## src/rtl/dcache_wt.sv

```systemverilog
// Direct-mapped, write-through, no-write-allocate data cache with a req/ready word memory port.
// Optional hit/miss counters are built when DCACHE_STATS_EN is defined.
module dcache_wt #(
  parameter int DATA_WIDTH = 32,
  parameter int ADDR_WIDTH = 17,
  parameter int SETS       = 64
) (
  input  logic                  clk,
  input  logic                  rst,
  input  logic [DATA_WIDTH-1:0] A,
  input  logic                  RE,
  input  logic                  WE,
  input  logic [2:0]            AddressingControl,
  input  logic [DATA_WIDTH-1:0] WD,
  output logic [DATA_WIDTH-1:0] RD,
  output logic                  stall,
  output logic                  misaligned,
  output logic                  mem_req,
  output logic                  mem_we,
  output logic [ADDR_WIDTH-1:0] mem_addr,
  output logic [2:0]            mem_ctrl,
  output logic [DATA_WIDTH-1:0] mem_wd,
  input  logic                  mem_ready,
  input  logic [DATA_WIDTH-1:0] mem_rd
`ifdef DCACHE_STATS_EN
  ,
  output logic [31:0]           hit_count,
  output logic [31:0]           miss_count
`endif
);

  localparam int IDX_W = $clog2(SETS);
  localparam int TAG_W = ADDR_WIDTH - 2 - IDX_W;

  typedef enum logic [2:0] {IDLE, FETCH, FILL, WRITE, DONE} state_t;

  state_t                  state, state_next;
  logic [SETS-1:0]         valid;
  logic [TAG_W-1:0]        tag_mem  [SETS];
  logic [DATA_WIDTH-1:0]   data_mem [SETS];
  logic [DATA_WIDTH-1:0]   fill_word;
  logic [IDX_W-1:0]        index;
  logic [TAG_W-1:0]        tag;
  logic [1:0]              offset;
  logic                    hit;
  logic                    addr_bad;
  logic                    unused_a;

  assign index    = A[2 +: IDX_W];
  assign tag      = A[ADDR_WIDTH-1 -: TAG_W];
  assign offset   = A[1:0];
  assign hit      = valid[index] && (tag_mem[index] == tag);
  assign addr_bad = ((AddressingControl[1:0] == 2'b01) && A[0]) ||
                    (AddressingControl[1] && (A[1:0] != 2'b00));
  assign unused_a = ^A[DATA_WIDTH-1:ADDR_WIDTH];

  function automatic logic [31:0] load_ext(input logic [31:0] word, input logic [1:0] off,
                                           input logic [2:0] ctrl);
    logic [7:0]  b;
    logic [15:0] h;
    case (off)
      2'd0:    b = word[7:0];
      2'd1:    b = word[15:8];
      2'd2:    b = word[23:16];
      default: b = word[31:24];
    endcase
    h = off[1] ? word[31:16] : word[15:0];
    case (ctrl[1:0])
      2'b00:   load_ext = ctrl[2] ? {24'd0, b} : {{24{b[7]}}, b};
      2'b01:   load_ext = ctrl[2] ? {16'd0, h} : {{16{h[15]}}, h};
      default: load_ext = word;
    endcase
  endfunction

  function automatic logic [31:0] store_merge(input logic [31:0] word, input logic [31:0] wd,
                                              input logic [1:0] off, input logic [2:0] ctrl);
    logic [31:0] m;
    m = word;
    case (ctrl[1:0])
      2'b00: begin
        case (off)
          2'd0:    m[7:0]   = wd[7:0];
          2'd1:    m[15:8]  = wd[7:0];
          2'd2:    m[23:16] = wd[7:0];
          default: m[31:24] = wd[7:0];
        endcase
      end
      2'b01: begin
        if (off[1]) m[31:16] = wd[15:0];
        else        m[15:0]  = wd[15:0];
      end
      default: m = wd;
    endcase
    return m;
  endfunction

  // State register; reset abandons any request in flight.
  always_ff @(posedge clk or posedge rst) begin
    if (rst) state <= IDLE;
    else     state <= state_next;
  end

  // Next state and all CPU/memory outputs; everything is quiet while rst is high.
  always_comb begin
    state_next = state;
    stall      = 1'b0;
    misaligned = 1'b0;
    RD         = '0;
    mem_req    = 1'b0;
    mem_we     = 1'b0;
    mem_addr   = '0;
    mem_ctrl   = 3'b000;
    mem_wd     = '0;
    if (!rst) begin
      case (state)
        IDLE: begin
          if ((RE || WE) && addr_bad) begin
            misaligned = 1'b1;
          end else if (WE) begin
            stall      = 1'b1;
            state_next = WRITE;
          end else if (RE && hit) begin
            RD = load_ext(data_mem[index], offset, AddressingControl);
          end else if (RE) begin
            stall      = 1'b1;
            state_next = FETCH;
          end else begin
            state_next = IDLE;
          end
        end
        FETCH: begin
          mem_req    = 1'b1;
          mem_addr   = {A[ADDR_WIDTH-1:2], 2'b00};
          mem_ctrl   = 3'b010;
          stall      = 1'b1;
          state_next = mem_ready ? FILL : FETCH;
        end
        FILL: begin
          RD         = load_ext(fill_word, offset, AddressingControl);
          state_next = IDLE;
        end
        WRITE: begin
          mem_req    = 1'b1;
          mem_we     = 1'b1;
          mem_addr   = A[ADDR_WIDTH-1:0];
          mem_ctrl   = AddressingControl;
          mem_wd     = WD;
          stall      = 1'b1;
          state_next = mem_ready ? DONE : WRITE;
        end
        DONE:    state_next = IDLE;
        default: state_next = IDLE;
      endcase
    end else begin
      state_next = IDLE;
    end
  end

  // Valid bits are the only reset storage, so a line becomes visible only once FILL commits.
  always_ff @(posedge clk or posedge rst) begin
    if (rst)                valid        <= '0;
    else if (state == FILL) valid[index] <= 1'b1;
    else                    valid        <= valid;
  end

  // Line storage, fill capture and store-hit merge.
  always_ff @(posedge clk) begin
    if (state == FETCH && mem_ready) fill_word <= mem_rd;
    if (state == FILL) begin
      tag_mem[index]  <= tag;
      data_mem[index] <= fill_word;
    end else if (state == WRITE && mem_ready && hit) begin
      data_mem[index] <= store_merge(data_mem[index], WD, offset, AddressingControl);
    end
  end

`ifdef DCACHE_STATS_EN
  // Saturating hit/miss counters.
  always_ff @(posedge clk or posedge rst) begin
    if (rst) begin
      hit_count  <= 32'd0;
      miss_count <= 32'd0;
    end else begin
      if (state == IDLE && RE && !WE && !addr_bad && hit && hit_count != 32'hFFFF_FFFF)
        hit_count <= hit_count + 32'd1;
      if (state == IDLE && state_next == FETCH && miss_count != 32'hFFFF_FFFF)
        miss_count <= miss_count + 32'd1;
    end
  end
`endif

endmodule

```

## config.mk

```make
export PLATFORM = sky130hd
export DESIGN_NAME = dcache_wt
export DESIGN_NICKNAME = d
export VERILOG_FILES = /design/src/rtl/dcache_wt.sv
export SDC_FILE = /design/constraint.sdc
export NUM_CORES = 2
export LEC_CHECK = 0
export CAP_MARGIN = 20
export CORE_MARGIN = 2
export CORE_UTILIZATION = 45
export CTS_BUF_LIST = sky130_fd_sc_hd__clkbuf_2 sky130_fd_sc_hd__clkbuf_4 sky130_fd_sc_hd__clkbuf_8
export CTS_CLUSTER_SIZE = 16
export DETAILED_ROUTE_END_ITERATION = 7
export PLACE_DENSITY = 0.6
export SYNTH_ARGS = -nofsm -noshare
export SYNTH_HDL_FRONTEND = slang
export SYNTH_SLANG_ARGS = --single-unit
```

## constraint.sdc

```tcl
create_clock -name clk -period 18.6 [get_ports clk]
set_clock_uncertainty 0.1 [all_clocks]
set_input_delay 2.79 -clock clk [delete_from_list [all_inputs] [get_ports clk]]
set_output_delay 2.79 -clock clk [all_outputs]
set_load 0.005 [all_outputs]
```

Word-level counts from Yosys, hierarchy flattened
Memories as Yosys holds them, arrays and structs flattened.
Cells that the tools add are included.
Widths: inputs -> output; s select.
Cells by class
  order comparisons: 2
  equality and inequality tests: 9
  muxes and demuxes: 61
  bitwise operators: 2
  reductions and logical operators: 18
Operator list (number)
  $mux 32: 13
  $pmux 32 s2: 4
  $mux 16: 4
  $or 64x64->64: 1
  $pmux 8 s3: 2
  $pmux 17 s2: 1
  $mux 8: 4
  $mux 1: 20
  $mux 3: 6
  $mux 17: 1
  $eq 9x9->1: 1
  $logic_and 1x1->1: 9
  $pmux 3 s3: 1
  $lt 6x7->1 const B: 1
  $bmux 1 s6: 1
  $demux 1 s6: 1
  $eq 3x2->1 const B: 2
  $ge 6x1->1 const B: 1
  $pmux 3 s2: 1
  $eq 2x1->1 const B: 2
  $logic_not 2->1: 2
  $ne 4x4->1 const B: 1
  $eq 3x1->1 const B: 1
  $logic_not 3->1: 1
  10 further kinds: 11
Word-level totals
  flip-flop bits (word level): 99
  RAM bits: 2624
  bits of input ports: 104
  memories: 2
Memories
  data_mem: words 64, bits a word 32, read ports 1, clocked after Yosys merged registers in 0, wr ports 1, line 40  | logic [DATA_WIDTH-1:0] data_mem [SETS];
  tag_mem: words 64, bits a word 9, read ports 1, clocked after Yosys merged registers in 0, wr ports 1, line 39  | logic [TAG_W-1:0] tag_mem [SETS];

Longest topological paths before layout
  depth in word-level cells: 9
  mapped depth: 19
  mapped depth without buffers: 10

Worst setup path before layout
No wires, ideal clock.
  path type: input to register
  start point: input A[2]
  end point: memory data_mem[0][0], data pin
  setup time: 702 ps
  arrival: 7978 ps
  required time: 17798 ps
  slack: 9821 ps
  cell stages on the path: 14
  path buffers: 6
  path through: buf_6 > buf_6 > buf_6 > buf_2 > mux4_2 > a221oi_1 > nor2_1 > nor4_2 > xnor2_1 > nor4_2 > nand3_2 > buf_6 > buf_6 > o21ai_0
Between the ends
  cells in the longest elaborated chain, start to end: 8
  elaborated cells on any way between the ends: 16
  those cells by class: eq/ne: 1; mux: 11; reduce/logical: 2; memory: 2
Ends and longest elaborated chain
  start, declared: line 10  | input logic [DATA_WIDTH-1:0] A,
  $mem_v2 64x9 or $bmux 1 s6 (tied branches)
  $eq 9x9->1 or $mux 1 (tied branches): line 52  | assign hit = valid[index] && (tag_mem[index] == tag);
  $logic_and 1x1->1: line 52
  $logic_and 1x1->1: line 172  | end else if (state == WRITE && mem_ready && hit) begin
  $mux 1: line 172
  $mux 1: line 169  | if (state == FILL) begin
  $mux 1 (not written as such): line 173  | data_mem[index] <= store_merge(data_mem[index], WD, offset, AddressingControl);
  $mux 32 (no line) (*)
  end, declared: line 40
Every way passes the cells marked *; elsewhere a longest branch is shown, timed or not. The select of a mux whose other input is x is not followed.

Final worst setup path
  start point: input A[4]
  end point: output RD[4]
Between the ends
  cells in the longest elaborated chain, start to end: 9
  elaborated cells on any way between the ends: 17
  those cells by class: eq/ne: 1; mux: 12; reduce/logical: 2; memory: 2
Ends and longest elaborated chain
  $mem_v2 64x32 (tied with other cells)
  $pmux 8 s3 (tied with other cells): line 61  | case (off)
  $mux 32 (tied with other cells): line 69  | 2'b00: load_ext = ctrl[2] ? {24'd0, b} : {{24{b[7]}}, b};
  $pmux 32 s2 or $logic_and 1x1->1 (tied branches): line 68, 122
  $mux 32 (*): line 122  | end else if (RE && hit) begin
  $mux 32 (*): line 119  | end else if (WE) begin
  $mux 32 (*): line 117  | if ((RE || WE) && addr_bad) begin
  $pmux 32 s2 (*): line 115  | case (state)
  $mux 32 (*): line 114  | if (!rst) begin
  end, declared: line 15  | output logic [DATA_WIDTH-1:0] RD,
Marked as above.

==> flow_summary.ini <==
[synth]
synth_top_area_share = 0.745
synthCells = 6126
synth-main-ff-cell = edfxtp_1
synthesis.area_um2 = 107000
synth_edf_count = 2656
ys_types = 104
netlist_top_cells_count = edfxtp_1, a22oi_1, mux2i_1, nor2_1, a221oi_1
synth-async-reset-ratio = 0.0246
ys_top_cells_by_area = edfxtp_1, a22oi_1, mux2i_1
ys_seq_elements = 2723
synthesis.nets = 6230
avgSynthCellArea_um2 = 17.5
yosysMostFrequentCell = edfxtp_1
synth_area_leader_cell = edfxtp_1
ys_seq_area_frac = 0.761
yosysWarnings = 0

[setup_path]
startpoint = A[4]
reg2reg_depth = 11
cp-start-kind = primary input
crit_path_end = RD[4]
timing.rr.start = tag_mem[6][7]
required_ps = 15710
endpoint_kind = output port
crit_buf_inv = 5
arrival_ps = 9920
cp_top_family = buffers and inverters
cp_slowest_cell = a2111oi_4
cpPeakStageDelay_ps = 990
criticalPathCategory = primary input to output port
path_max_fanout = 112
path_common_cell = buf_4
r2r_end = data_mem[45][23]
worst-path-stages = 14
r2r_setup_slack_ps = 11880
crit_path_cell_trace = buf_8 > buf_4 > buf_12 > nor2b_4 > buf_4 > a22oi_1 > a21oi_1 > o211ai_1 > or4_4 > a2111oi_4 > nand4_4 > nand2b_1 > o31ai_1 > clkdlybuf4s50_1

[sta]
final-hold-violation-count = 0
rsz0062_at_grt = false
relSlewSlack = 0.181
min_period_ps = 12810
timing.final.crit_share = 0.689
setup_viol = 0
drv_slew = 0
fmax_mhz = 78.1
worstMarginPinSlew_ps = 1230
tns_ps = 0

[grt]
grt_pass1_wl_um = 495000
antenna_found_initial = 24
grt_pass1_vias = 62811
grtUsageTotal = 0.290
grt_max_degree = 113
grt_overflow_total = 0

[run_status]
outcome = finished clean

[clock_network]
clock_latency_ps = 1170
ctsResizeCount = 0
cts_root_buf = clkbuf_8
clock_path_buffers = 4
tritoncts = built
cts_sinks = 2723
post_cts_buffers = 0
clk_pin_slew_ps = 50
numCtsBuffers = 434
hold_buffers = 0
cts_max_level = 5

[die]
core_um2 = 237000
die_x_um = 492
floorplan.die_area_um2 = 242000
io_pins = 192
fp.dieH_um = 492
rows = 179
start_util = 0.451

[cells_and_area]
drive_above_1_share = 0.206
final_util = 0.511
fin_nets = 6647
syn2layout_area_growth_pct = 13.2

[route]
wl_um = 359000
routed_via_density = 6.60
first_pass_iters = 8
drtIter0Drc = 10284
wire_per_inst_um = 35.8
drc = 0
vias = 66260
detail-route-antenna-nets = 0

[power_and_ir_drop]
p_per_area_nw_per_um2 = 104
peakVddDrop_mv = 0.0638
leakagePower_nw = 39.4

[run]
cap_violations = 0

[placement]
gp_congestion = 0.933
place_hpwl_um = 207000
port_buffers = 176

[hold_path]
hp-class = flip-flop to flip-flop
[layout by cell type (no fill, tap or decap), types with 67 or more instances in the layout]
cell	count
a21oi_1	118
a221oi_1	190
a22o_1	133
a22oi_1	463
a31oi_1	68
buf_4	235
clkbuf_4	160
clkbuf_8	441
clkdlybuf4s50_1	160
clkinv_1	103
dfrtp_1	67
edfxtp_1	2656
mux2_2	137
mux2i_1	233
mux4_2	102
nand2_1	167
nor2_1	193
o21ai_0	81
o22ai_1	72
or2_2	68
[routing by layer]
metal	share of wire	vias to the layer above	global-route usage
li1	-	26314	-
met4	0.035	6	0.104
met5	0.000097	-	0
met1	0.39	34275	0.410
met3	0.13	754	0.0766
met2	0.45	4911	0.434
[cells by family (layout without fill, tap and decap cells)]
family | Yosys count | in the layout | share of synthesized area
other | 0 | 12 | 0
multiplexers | 474 | 474 | 0.0579
AND/OR/NAND/NOR | 915 | 915 | 0.0486
AO/OA/AOI/OAI | 1496 | 1496 | 0.107
flip-flops | 2723 | 2723 | 0.761
buffers and inverters | 511 | 1242 | 0.0249
XOR/XNOR | 7 | 7 | 0.000573
[state kept, by name, summed over array words and instances (netlist names)]
| name | cells |
|---|---|
| data_mem | 2048 |
| tag_mem | 576 |
| state | 3 |
| valid | 64 |
| fill_word | 32 |
[report_power, final]
group          switching [mW]  leakage (nW)  total, mW  internal (mW)
combinational           0.627          10.3      0.877          0.250
sequential             0.0187          24.8       6.80           6.78
clock                    2.33          4.34       4.95           2.62
[worst register-to-register path, delay by kind of cell (launching register included)]
kind / cells / cell delay (ps)
buffers and inverters: 1 / 440
flip-flops: 1 / 360
AO/OA/AOI/OAI: 5 / 1980
multiplexers: 1 / 310
AND/OR/NAND/NOR: 4 / 3210
[per-stage QoR]
step	cells	hold WS, ps	total power [mW]	setup WS [ps]	instance area [µm²]
after floorplan	6126	333	7.37	9820	107000
after global placement	9247	345	7.76	5950	113000
after detailed placement	9250	348	7.77	5970	113000
after CTS	10000	365	12.6	5950	121000
after global routing	10025	375	12.9	5730	121000
final	10036	364	12.6	5790	121000
[worst min-delay path by stage]
| stage | from | depth (start not counted) | to | slack [ps] |
|---|---|---|---|---|
| 3_3_place_gp | valid[9] | 1 | valid[9] | 340 |
| 2_1_floorplan | valid[13] | 1 | valid[13] | 330 |
| 3_5_place_dp | valid[18] | 1 | valid[18] | 350 |
| 5_1_grt | valid[11] | 1 | valid[11] | 380 |
| 6_report | valid[18] | 1 | valid[18] | 360 |
| 4_1_cts | valid[5] | 1 | valid[5] | 360 |
[cell type report]
class / instances / area [µm²]
fill: 19202 / 116000
timing repair buffer: 440 / 3930
clock inverter: 149 / 870
inverter: 52 / 204
multi-input combinational: 2892 / 23500
sequential: 2723 / 81400
tap: 3167 / 3960
antenna: 12 / 30.0
clock buffer: 601 / 7270
(Power assumes the default switching activity.)
